## src/rtl/harris_window_ctrl.sv

```systemverilog
// harris_window_ctrl: sequences the eight center/neighbor squaring operations
// of a 3x3 window through an external datapath using a start/q handshake,
// and reports the final energy and the corner decision.
// Optional macro HARRIS_TIMEOUT_EN adds a watchdog on WAIT/RELEASE and the err port.
module harris_window_ctrl #(
    parameter logic [13:0] THRESH  = 14'd1024,
    parameter int unsigned TMO_CYC = 16
) (
    input  logic        clk,
    input  logic        rst_n,
    input  logic        start,
    input  logic [71:0] win,
    output logic        busy,
    output logic        done,
    output logic [13:0] e_sum,
    output logic        corner,
    output logic        sq_start,
    output logic [7:0]  sq_center,
    output logic [7:0]  sq_target,
    output logic [13:0] sq_ein,
    input  logic        sq_q,
    input  logic [13:0] sq_eout
`ifdef HARRIS_TIMEOUT_EN
    ,
    output logic        err
`endif
);

    typedef enum logic [2:0] {
        IDLE    = 3'd0,
        LOAD    = 3'd1,
        ISSUE   = 3'd2,
        WAIT    = 3'd3,
        RELEASE = 3'd4,
        DONE    = 3'd5
    } state_t;

    state_t      r_state;
    state_t      w_state_next;
    logic [71:0] r_win;
    logic [2:0]  r_idx;
    logic [13:0] r_e_acc;
    logic [13:0] r_e_sum;
    logic        r_corner;
    logic        w_tmo;
    logic [3:0]  w_pix;

`ifdef HARRIS_TIMEOUT_EN
    localparam logic [15:0] TMO_LAST = 16'(TMO_CYC - 1);
    logic [15:0] r_tmo_cnt;
    logic        r_err;
    logic        w_tmo_hit;
    assign w_tmo_hit = (r_tmo_cnt == TMO_LAST);
    assign err       = r_err;
`endif

    // Neighbor index 0..7 maps to pixel 0,1,2,3,5,6,7,8 (the center is skipped).
    assign w_pix     = (r_idx < 3'd4) ? {1'b0, r_idx} : ({1'b0, r_idx} + 4'd1);
    assign sq_center = r_win[39:32];
    assign sq_target = r_win[{w_pix, 3'b000} +: 8];
    assign sq_ein    = r_e_acc;
    assign sq_start  = (r_state == WAIT);
    assign busy      = (r_state != IDLE);
    assign done      = (r_state == DONE);
    assign e_sum     = r_e_sum;
    assign corner    = r_corner;

    // State register.
    always_ff @(posedge clk or negedge rst_n) begin
        if (!rst_n) r_state <= IDLE;
        else        r_state <= w_state_next;
    end

    // Next-state logic; w_tmo flags a watchdog-forced exit to DONE.
    always_comb begin
        w_state_next = r_state;
        w_tmo        = 1'b0;
        case (r_state)
            IDLE:    if (start) w_state_next = LOAD;
            LOAD:    w_state_next = ISSUE;
            ISSUE:   w_state_next = WAIT;
            WAIT: begin
                if (sq_q) w_state_next = RELEASE;
`ifdef HARRIS_TIMEOUT_EN
                else if (w_tmo_hit) begin
                    w_state_next = DONE;
                    w_tmo        = 1'b1;
                end
`endif
            end
            RELEASE: begin
                if (!sq_q) w_state_next = (r_idx == 3'd7) ? DONE : ISSUE;
`ifdef HARRIS_TIMEOUT_EN
                else if (w_tmo_hit) begin
                    w_state_next = DONE;
                    w_tmo        = 1'b1;
                end
`endif
            end
            DONE:    w_state_next = IDLE;
            default: w_state_next = IDLE;
        endcase
    end

    // Job datapath: latch window, track neighbor index, accumulate energy, publish result on DONE entry.
    always_ff @(posedge clk or negedge rst_n) begin
        if (!rst_n) begin
            r_win    <= '0;
            r_idx    <= '0;
            r_e_acc  <= '0;
            r_e_sum  <= '0;
            r_corner <= 1'b0;
        end else begin
            case (r_state)
                IDLE: if (start) begin
                    r_win   <= win;
                    r_idx   <= '0;
                    r_e_acc <= '0;
                end
                WAIT:    if (sq_q) r_e_acc <= sq_eout;
                RELEASE: if (!sq_q && r_idx != 3'd7) r_idx <= r_idx + 3'd1;
                default: ;
            endcase
            if (w_state_next == DONE && r_state != DONE) begin
                r_e_sum  <= r_e_acc;
                r_corner <= w_tmo ? 1'b0 : (r_e_acc >= THRESH);
            end
        end
    end

`ifdef HARRIS_TIMEOUT_EN
    // Watchdog: counts cycles spent in WAIT/RELEASE, restarts on every state change.
    always_ff @(posedge clk or negedge rst_n) begin
        if (!rst_n)                      r_tmo_cnt <= '0;
        else if (w_state_next != r_state) r_tmo_cnt <= '0;
        else if (r_state == WAIT || r_state == RELEASE) r_tmo_cnt <= r_tmo_cnt + 16'd1;
    end

    // Error flag: set by a watchdog exit, cleared by the next accepted start.
    always_ff @(posedge clk or negedge rst_n) begin
        if (!rst_n)                        r_err <= 1'b0;
        else if (r_state == IDLE && start) r_err <= 1'b0;
        else if (w_tmo)                    r_err <= 1'b1;
    end
`endif

endmodule

```

## config.mk

```make
export PLATFORM = sky130hd
export DESIGN_NAME = harris_window_ctrl
export DESIGN_NICKNAME = d
export VERILOG_FILES = /design/src/rtl/harris_window_ctrl.sv
export SDC_FILE = /design/constraint.sdc
export NUM_CORES = 1
export LEC_CHECK = 0
export CAP_MARGIN = 20
export CORE_MARGIN = 10
export CORE_UTILIZATION = 50
export CTS_CLUSTER_SIZE = 25
export DETAILED_ROUTE_END_ITERATION = 7
export PLACE_DENSITY = 0.82
export SYNTH_ARGS = -nofsm -noshare
export SYNTH_HDL_FRONTEND = slang
export SYNTH_SLANG_ARGS = --single-unit
export TNS_END_PERCENT = 1
```

## constraint.sdc

```tcl
create_clock -name clk -period 2.5 [get_ports clk]
set_input_delay 0.5 -clock clk [delete_from_list [all_inputs] [get_ports clk]]
set_output_delay 0.5 -clock clk [all_outputs]
set_load 0.05 [all_outputs]
```

==> key figures <==
Run status
  – Run status: finished with violations
  – Failing checks: negative setup slack

Synthesis
  – Primary FF master, synth: dfrtp_1
  – Ranking of synthesized cells by area: dfrtp_1 (47%), mux2_4 (18%), mux2_2 (6.5%)
  – Area of the mapped netlist: between 5000 and 6000 sq um
  – Gate Count Post-Synth: 440
  – Top cell type's share of synthesized area: 46.6%
  – Yosys warning total: 0
  – Syn_area_per_cell: 13.1 sq um
  – Netlist cell types: between 40 and 50
  – Synth Register Bits: 107
  – Yosys top cell by area: dfrtp_1
  – Synthesized net count: 533
  – Sequential share of the synthesized area: a little under half
  – Number of synthesized flops with an enable pin: 0
  – Post-synth ARST share: between 90% and 100%

Cells and area
  – # nets final: 661
  – Area of the multi-input gates: 2830 sq um
  – Post-Layout Cell Count: between 700 and 800
  – Commonest cells after routing, fill and taps aside: clkdlybuf4s50_1 (125), dfrtp_1 (107), mux2_4 (76)
  – Most common cell after layout, fill and taps aside: clkdlybuf4s50_1
  – Fin area: 7680 sq um
  – Fillers: 779
  – Layout overhead on the synthesized area: 33.7%
  – Reg area: 2680 sq um
  – Fraction of layout cells with a size suffix above 1: 30.0%

STA
  – Hold Fails Final Rpt: 0
  – Worst Skew: 0.00792 ns
  – Final Setup Violations: 8
  – Worst Hold Slack: 0.150 ns
  – RSZ-0062 raised after global routing: yes
  – Slew Limit Headroom: between 40 and 50%
  – Final WS setup: -0.395 ns
  – Min cycle time layout: ~2.9 ns
  – Tightest Pin Transition: 0.759 ns
  – Final period util: 116%
  – Max frequency: 345 MHz
  – Pins Over Slew Limit: 0

Drt
  – Vias/cell: around 5.7
  – WL per Instance: 21.0 um
  – DRC Markers: 0
  – Antenna viol nets, final: 0
  – Number of DRC markers in iteration 0: 532
  – DR vias: 4095
  – 1st-pass router iterations: 5
  – Drt total wl: 15.0 mm

Worst setup path
  – Most common cell on crit path: buf_12
  – CP max stage cell: dfrtp_1
  – Crit Reg-Reg Endpoint: r_idx[0]
  – Crit path max fanout: 7
  – Arrival @ worst endpoint: 2.39 ns
  – Crit. End Element: output pin
  – Buffer and inverter count on the worst path: 3
  – Critical path data required time: 2.00 ns
  – FF-to-FF path depth: 5
  – CP top delay family: flip-flops
  – Kind of critical path: reg2out
  – Worst r2r src: r_state[0]
  – Cell Chain, Critical Path: ha_4 -> buf_12 -> buf_12 -> mux2_4 -> a32oi_1 -> nand4_1 -> o31a_1 -> buf_6
  – R2R setup slack: 0.63 ns
  – Crit start category: register
  – Largest stage delay, worst path: 0.42 ns

Flow run
  – Maxcap violations: 0

Clock tree
  – Clk sink count: 107
  – Worst skew pair latency: between 0.3 and 0.4 ns
  – # hold bufs at CTS: 0
  – CTS tree: built
  – Worst-path clk slew: approximately 0.070 ns
  – CTS root buf: clkbuf_16
  – CTS buffer count: 9
  – Clock Path Buffers: 2
  – H-tree Lvls: 3

Placement
  – IO Port Bufs: 137
  – Dpl hpwl: 11.0 mm
  – Final GP Congestion: 0.855
  – # placed instances: 695
  – Placed cell area: between 7000 and 8000 sq um

Global routing
  – Antenna violations before repair: 1
  – GRT Overall Usage: 18.4%
  – Largest net degree at the start of global routing: 65
  – Global-route wire length before repair: 23.9 mm
  – Overflow after GRT: 0
  – Number of global-route vias before repair: 4196

Floorplanning
  – Vert. Die Dim: 127 um
  – Die ar.: approximately 16000 sq um
  – Initial core utilization: 50.8%
  – Row count: 39
  – # IOs: around 140
  – Chip Width: about 130 um
  – Core ar.: 11300 sq um

Power and ir drop
  – Worst vdd rail ir drop: 0.000726 V
  – P_leak: roughly 3.2 nW
  – Power per cell area: around 1400 nW/um^2

Worst hold path
  – Type of the most critical hold path: in2async
## state kept, by name (all words and copies together) (netlist names)
name and count:
corner 1, e_sum 14, r_idx 3, r_state 3, r_win 72, sq_ein 14
## cell type report
| class | count | share of cell area [%] |
|---|---|---|
| multi-input combinational | 288 | 36.9 |
| antenna | 1 | 0.0326 |
| tap | 143 | 2.33 |
| inverter | 4 | 0.195 |
| sequential | 107 | 34.9 |
| clock buffer | 10 | 3.11 |
| clock inverter | 6 | 1.14 |
| timing repair buffer | 158 | 21.5 |
## power by group
part           leakage (nW)  switching, mW  internal [mW]  total [mW]
Sequential             1.33          0.741           2.47        3.21
Clock                 0.163          0.638          0.907        1.54
Combinational          1.72           2.76           2.96        5.72
Total                  3.21           4.14           6.33        10.5
## stage by stage
step	util [%]	TNS [ns]	total power [mW]	setup slack (ns)
final	67.9	-2.97	10.5	-0.395
after detailed placement	62.9	-0.627	8.37	-0.0963
after global placement	62.9	-0.343	8.21	-0.0593
after CTS	67.5	-2.89	10.4	-0.373
after global routing	67.9	-3.63	11.0	-0.470
after floorplan	-	-0.000424	7.05	-0.000212
## layer usage
metal	vias to the layer above	global-route usage, %	part of all wire [%]
met5	-	0	0
met4	0	7.70	2.3
met3	25	3.93	5.7
met2	159	30.8	51
met1	2037	22.4	41
li1	1874	-	-
## timing repair
action                                  4_1_cts  5_1_grt
setup buffers                                 3        1
gates cloned                                  1        0
resized for setup                            36        4
endpoints found under the setup margin        9        8
pin swaps                                    17       10
## cells in the mapped netlist (2+ instances only)
cell      instances
dfrtp_1         107
buf_12            7
buf_1             4
clkbuf_1          8
mux2_4           70
a221oi_1          8
mux2_2           33
nand2_1          39
a22o_1            2
buf_2             9
o22a_1            8
o22ai_1           8
a32oi_1          15
mux2i_1          32
buf_4            10
nand2b_1          2
nand4_1           8
inv_1             4
nor2b_1           3
o21ai_0          18
nor2_1            6
nor3b_1           2
buf_6             2
a21oi_1           8
o31a_1            8
and2_1            2
ha_1              3
## worst register-to-register path: stages, from the launching register on
cell,delay [ns]
dfrtp_1,0.46
or3_4,0.45
nor2_8,0.13
buf_12,0.29
nor2_1,0.15
mux2_2,0.28
## worst max path at each step
stage	startpoint	to	slack [ns]	cells after the start
finish	r_idx[0]	sq_target[0]	-0.39	8
floorplan	r_idx[0]	sq_target[6]	-0.0002	7
global route	r_idx[0]	sq_target[5]	-0.47	10
global placement	r_idx[0]	sq_target[6]	-0.06	8
CTS	r_idx[1]	sq_target[1]	-0.37	9
detailed placement	r_idx[0]	sq_target[6]	-0.1	8
## cell families after synthesis
group,after synthesis,share of synthesized area (%)
buffers and inverters,45,6.05
DFF,107,46.6
muxes,135,30.3
AOI/OAI and AO/OA,78,9.84
and+or+nand+nor,72,6.53
adders and majority gates,3,0.653
Power figures use the tool's default switching activity.
